--- config.mk ---
export PLATFORM = sky130hd
export DESIGN_NAME = stream_serializer
export DESIGN_NICKNAME = d
export VERILOG_FILES = /design/src/rtl/stream_pkg.sv /design/src/rtl/stream_serializer.sv
export SDC_FILE = /design/constraint.sdc
export NUM_CORES = 1
export LEC_CHECK = 0
export ABC_CLOCK_PERIOD_IN_PS = 1600
export CAP_MARGIN = 20
export CORE_ASPECT_RATIO = 1.75
export CORE_UTILIZATION = 49
export DETAILED_ROUTE_END_ITERATION = 7
export HOLD_SLACK_MARGIN = 0.1
export PLACE_DENSITY = 0.79
export SYNTH_ARGS = -nofsm -noshare
export SYNTH_HDL_FRONTEND = slang
export SYNTH_SLANG_ARGS = --single-unit
--- constraint.sdc ---
create_clock -name clk -period 1.6 [get_ports clk]
set_input_delay 0.16 -clock clk [delete_from_list [all_inputs] [get_ports clk]]
set_output_delay 0.16 -clock clk [all_outputs]
set_load 0.01 [all_outputs]
--- src/rtl/stream_pkg.sv ---
// Shared definitions for the stream width converters (serializer and deserializer).
package stream_pkg;

   // Hand-encoded so that bit 0 of the state register is out_valid.
   localparam logic [0:0] IDLE = 1'b0;
   localparam logic [0:0] SEND = 1'b1;

   function automatic int clog2(input int value);
      int r = 0;
      for (int v = value - 1; v > 0; v = v >> 1) r++;
      return r;
   endfunction

endpackage

--- src/rtl/stream_serializer.sv ---
// Width-down converter: one IN_WIDTH word per handshake, emitted as RATIO OUT_WIDTH beats
// with out_last on the final beat, at full throughput.
module stream_serializer
   import stream_pkg::*;
#(
   parameter int IN_WIDTH  = 32,
   parameter int OUT_WIDTH = 8,
   parameter bit LSB_FIRST = 1'b1
) (
   input  logic                 clk,
   input  logic                 reset,
   input  logic [IN_WIDTH-1:0]  in_data,
   input  logic                 in_valid,
   output logic                 in_ready,
   output logic [OUT_WIDTH-1:0] out_data,
   output logic                 out_valid,
   input  logic                 out_ready,
   output logic                 out_last
);

   localparam bit BAD_WIDTH = (OUT_WIDTH <= 0) ||
                              ((IN_WIDTH % ((OUT_WIDTH > 0) ? OUT_WIDTH : 1)) != 0);
   localparam int RATIO = (OUT_WIDTH > 0) ? IN_WIDTH / OUT_WIDTH : 1;
   localparam int CW    = (RATIO > 1) ? clog2(RATIO) : 1;
   localparam logic [CW-1:0] LAST_CNT = CW'(RATIO - 1);

   if (BAD_WIDTH) begin : g_bad_width
      $error("stream_serializer: IN_WIDTH must be a nonzero multiple of OUT_WIDTH");
   end

   logic [0:0]          state;
   logic [CW-1:0]       cnt;
   logic [IN_WIDTH-1:0] hold;
   logic [IN_WIDTH-1:0] hold_next;
   logic                rx;
   logic                tx;

   assign out_valid = state[0];
   assign out_last  = (state == SEND) && (cnt == LAST_CNT);
   assign tx        = out_valid && out_ready;
   // Accepting on the last beat's handshake is what keeps words back-to-back.
   assign in_ready  = (state == IDLE) || (tx && out_last);
   assign rx        = in_valid && in_ready;

   assign out_data  = LSB_FIRST ? hold[OUT_WIDTH-1:0] : hold[IN_WIDTH-1 -: OUT_WIDTH];
   assign hold_next = LSB_FIRST ? (hold >> OUT_WIDTH) : (hold << OUT_WIDTH);

   always_ff @(posedge clk or posedge reset) begin
      if (reset) begin
         state <= IDLE;
         cnt   <= '0;
         hold  <= '0;
      end else if (state == IDLE) begin
         if (rx) begin
            state <= SEND;
            hold  <= in_data;
            cnt   <= '0;
         end
      end else if (tx) begin
         if (!out_last) begin
            cnt  <= cnt + CW'(1);
            hold <= hold_next;
         end else if (rx) begin
            hold <= in_data;
            cnt  <= '0;
         end else begin
            state <= IDLE;
            cnt   <= '0;
         end
      end
   end

endmodule
==> After elaboration in Yosys (flattened, before gate mapping) <==
Index checks and enable logic that the tools add are counted.
{ "classes": {"muxes": 12, "div_mod_pow": 0, "multipliers": 0, "magnitude_cmp": 0, "addsub": 1, "n_reduce_logical": 7, "eq_ne": 2, "bitwise_logic": 1, "shift": 0} }
{ "op_table": {"columns": ["op", "n"], "rows": [
  ["2-to-1 mux 32 bit", 4],
  ["2-to-1 mux 2 bit", 4],
  ["logical AND 1 bit", 4],
  ["2-to-1 mux 1 bit", 4],
  ["adder 2 x 1 -> 2 bit, second input constant", 1],
  ["equality test 2 bit, second input constant", 1],
  ["inequality test 2 x 1 -> 1 bit, second input constant", 1],
  ["AND reduction 2 bit", 1],
  ["nonzero test 2 bit", 1],
  ["logical OR 1 bit", 1],
  ["inverter 1 bit", 1]
]} }
{ "word_totals": {"output_inout_bits": 11, "ramBits": 0, "latchBits": 0, "rom_bits": 0, "ff_bits": 35, "inputBits": 36, "mem_count": 0} }

==> Longest topological paths before layout <==
{ "depth": {"ltp_word": 9, "mapped_depth": 5, "mapped_depth_nobuf": 4} }

==> Worst setup path after synthesis <==
No wires, ideal clock.
{ "synth_path": {"kind": "reg2reg", "start": "register cnt[0]", "end": "register hold[11]", "stages_incl_launch_ff": 6, "path_slack_ns": 0.124, "setup_ns": 0.126, "n_path_buf": 1, "period_less_slack_ns": 1.476, "required_ns": 1.474, "t_arrival_ns": 1.350, "path_cell_list": "dfrtp_1 -> ha_1 -> a21boi_4 -> buf_2 -> nor2_1 -> a221o_1"} }
{ "synth_via": {"elab_chain_cells": 9} }
{ "synth_rtl": {"columns": ["element", "line_no", "rtl"], "rows": [
  ["from (decl)", "stream_serializer.sv:32", "logic [CW-1:0] cnt;"],
  ["from (signal assigned)", "stream_serializer.sv:61", "cnt <= cnt + CW'(1);"],
  ["equality test 2 bit (*)", "stream_serializer.sv:39", "assign out_last = (state == SEND) && (cnt == LAST_CNT);"],
  ["logical AND 1 bit (*)", "stream_serializer.sv:39", null],
  ["logical AND 1 bit", "stream_serializer.sv:42", "assign in_ready = (state == IDLE) || (tx && out_last);"],
  ["logical OR 1 bit", "stream_serializer.sv:42", null],
  ["logical AND 1 bit", "stream_serializer.sv:43", "assign rx = in_valid && in_ready;"],
  ["2-to-1 mux 32 bit", null, null],
  ["2-to-1 mux 32 bit", "stream_serializer.sv:60", "if (!out_last) begin"],
  ["2-to-1 mux 32 bit", "stream_serializer.sv:59", "end else if (tx) begin"],
  ["2-to-1 mux 32 bit (*)", "stream_serializer.sv:53", "end else if (state == IDLE) begin"],
  ["to (signal assigned)", "stream_serializer.sv:56", "hold <= in_data;"],
  ["to (signal assigned)", "stream_serializer.sv:62", "hold <= hold_next;"],
  ["to (signal assigned)", "stream_serializer.sv:64", "hold <= in_data;"],
  ["to (decl)", "stream_serializer.sv:33", "logic [IN_WIDTH-1:0] hold;"]
]} }
Mark *: on every way between the ends. The rest lies on a longest branch, timed or not. The select of a mux whose other input is x is not followed.
A chain may end at the register's enable or synchronous reset.

==> Worst setup path after layout <==
{ "layout_path": {"start": "register cnt[0]", "end": "output out_last"} }
{ "layout_via": {"elab_chain_cells": 2} }
{ "layout_rtl": {"columns": ["element", "line_no", "rtl"], "rows": [
  ["equality test 2 bit", "stream_serializer.sv:39", null],
  ["logical AND 1 bit", "stream_serializer.sv:39", null],
  ["to (decl)", "stream_serializer.sv:18", "output logic out_last"]
]} }
No other way between the ends.

==> metrics.csv <==
stage;metric;value;unit
run_status;status;finished clean;
setup_path;r2r startpoint;cnt[0];
floorplanning;die area;4220;µm²
placement;setup slack at placement;-417;ps
floorplanning;Core Area;3700;µm²
cells_and_area;multi-input logic area;812;µm²
global_routing;vias in the first global route;1710;
setup_path;Worst path depth;4;
timing;Final Max Slew Viols;0;
route;DRT Wirelength;4720;µm
timing;Fin. Hold Viols;0;
timing;ratio of final minimum period to clock period;0.975;
power_and_ir_drop;Power Density;1460;nW/µm²
synthesis;Warnings, synthesis;0;
synthesis;post-synth cell types;29;
timing;total negative slack;0;ps
synthesis;Netlist Area Pre-Place;1940;µm²
setup_path;CP delay by family, top;flip-flops;
synthesis;Post-synth ARST share;1.00;
clock_tree;Max clock buf depth;2;
clock_tree;CTS Buf Count;5;
clock_tree;clk sink count;35;
global_routing;largest net degree at the start of global routing;36;
setup_path;critical path arrival;1400;ps
synthesis;Net Count, Synth;238;
placement;routability cong.;0.822;
route;Initial DRT Pass Iterations;5;
setup_path;reg2reg setup slack;50;ps
synthesis;syn_area_per_cell;9.65;µm²
cells_and_area;most common cell after layout, fill and taps aside;clkdlybuf4s50_1;
floorplanning;I/O Pins;47;
setup_path;crit path from;cnt[0];
timing;Setup WS post-layout;39.2;ps
floorplanning;Die W;49.6;µm
timing;Slew headroom;0.612;
floorplanning;Die Ht;85.2;µm
clock_tree;Root Driver;clkbuf_8;
timing;clk_skew;3.18;ps
global_routing;first-pass GRT wire length;7570;µm
setup_path;crit end category;primary output;
placement;post-DP HPWL;3160;µm
power_and_ir_drop;Static Leak;0.00121;µW
route;antenna viol nets, final;0;
clock_tree;TritonCTS clock tree;done;
clock_tree;H-tree level count;2;
route;via count;1703;
setup_path;critical path class;flop to primary output;
cells_and_area;P&R area growth vs syn;31.6;%
setup_path;CP Launch Type;flop;
timing;Least-Margin Pin Slew;582;ps
placement;PortBufs;46;
setup_path;Required @ worst endpoint;1440;ps
setup_path;crit path cell chain;ha_4 -> buf_4 -> and2_1 -> clkdlybuf4s15_1;
floorplanning;Initial Utilization;0.524;
cells_and_area;Reg area;877;µm²
global_routing;Total GRT Usage;0.236;
timing;Min Hold Slack;273;ps
power_and_ir_drop;worst vdd ir;0.881;mV
timing;final setup violation count;0;
route;Initial DRC Count;65;
synthesis;sequential share of the synthesized area;0.452;
synthesis;Syn Inst Count;201;
cells_and_area;post-layout util;0.690;
floorplanning;# rows;29;
setup_path;R2R depth;6;
synthesis;EDFF count, synth;0;
flow_run;max-cap check violation count;0;
min_path;worst hold path class;input port to async pin;
setup_path;CP Buf/Inv Count;2;
setup_path;worst r2r dst;hold[13];
route;WL/cell;15.9;µm
cells_and_area;Diodes inserted;0;
setup_path;Setup crit end;out_last;
cells_and_area;layout cells sized above 1;0.155;
timing;fmax;641;MHz
timing;min Tclk post-route;1560;ps
route;DRC;0;
global_routing;Remaining Overflow, GRT;0;
setup_path;largest stage delay on the critical path;410;ps
cells_and_area;most frequent cells in the layout;43 x clkdlybuf4s50_1, 34 x dfrtp_1, 27 x inv_1;
setup_path;slowest CP cell;dfrtp_1;
clock_tree;CTS clk-pin slew, worst paths;70;ps
timing;unrepaired setup endpoints after global routing;no;
clock_tree;clock latency on the worst-skew pair;290;ps
setup_path;crit-path max FO;4;
synthesis;synthesis-stage register bit count;35;
cells_and_area;Filler Cells Inserted;315;
cells_and_area;nets@finish;287;
route;vias per cell;5.73;
synthesis;ys flop type;dfrtp_1;
global_routing;initial antenna violation count;0;
-- routing by layer --
metal / wire length [µm] / GRT usage / vias to the layer above
met4: 119 / 0.138 / 0
met3: 262 / 0.0591 / 14
li1: - / - / 820
met2: 2520 / 0.412 / 59
met5: 0 / 0 / -
met1: 1820 / 0.250 / 810
-- report_power, final --
group          internal [µW]  switching, µW
registers               1250            308
logic                    879            666
clock network            305            307
-- worst min-delay path by stage --
stage	slack, ps	endpoint	start	depth (start not counted)
final	270	hold[22]	reset	3
after global routing	360	hold[30]	reset	3
after CTS	290	hold[12]	reset	3
after detailed placement	500	hold[29]	hold[29]	2
after global placement	480	cnt[1]	cnt[1]	1
after floorplan	290	out_valid	in_valid	2
-- metrics by stage --
stage	power (µW)	cell area, µm²	cells
global route	3950	2550	297
detailed placement	3010	2390	283
CTS	3660	2510	293
finish	3720	2550	297
global placement	2910	2390	283
floorplan	2580	1940	201
-- state kept, by name, indices dropped and copies added (netlist names) --
name / count
hold: 32
cnt: 2
out_valid: 1
-- cell usage after synthesis, types with 2 or more instances --
cell       n  area, µm²
nor2_1    21       78.8
a221o_1   11        110
o21ai_1    2       10.0
dfrtp_1   35        876
a22o_1    11       96.3
o22ai_1   13       81.3
a222oi_1  13        130
buf_2      5       25.0
inv_1     27        101
buf_6      5       56.3
o31ai_1    7       52.6
buf_4     11       82.6
nand2_1   14       52.6
a21oi_1    7       35.0
inv_2      4       15.0
clkbuf_1   2       7.51
-- area by class of cell --
class	count	area share
sequential	35	0.344
multi-input combinational	112	0.318
timing repair buffer	65	0.238
inverter	31	0.0456
clock buffer	7	0.0299
tap	46	0.0225
clock inverter	1	0.00196
-- worst register-to-register path: cells and delay by family (launching register included) --
| kind | cells | cell delay (ps) |
|---|---|---|
| AOI/OAI and AO/OA | 2 | 410 |
| DFF | 1 | 410 |
| adders and majority gates | 1 | 200 |
| buffers and inverters | 2 | 330 |
| and+or+nand+nor | 1 | 90 |
-- cell families (layout without fill, tap and decap cells) --
group / Yosys count / after routing / share of synthesized area
muxes: 1 / 1 / 0.00516
AOI/OAI and AO/OA: 68 / 69 / 0.293
and+or+nand+nor: 41 / 41 / 0.0929
DFF: 35 / 35 / 0.452
adders and majority gates: 1 / 1 / 0.00645
buffers and inverters: 55 / 104 / 0.151
-- repair_timing --
action | 4_1_cts | 5_1_grt
hold buffers | 0 | 0
gates resized for setup | 11 | 4
hold endpoints to repair | 0 | 0
gates cloned | 0 | 1
setup endpoints to repair | 27 | 27
pin swaps | 2 | 2
buffers inserted | 2 | 3
(Power assumes the default switching activity.)
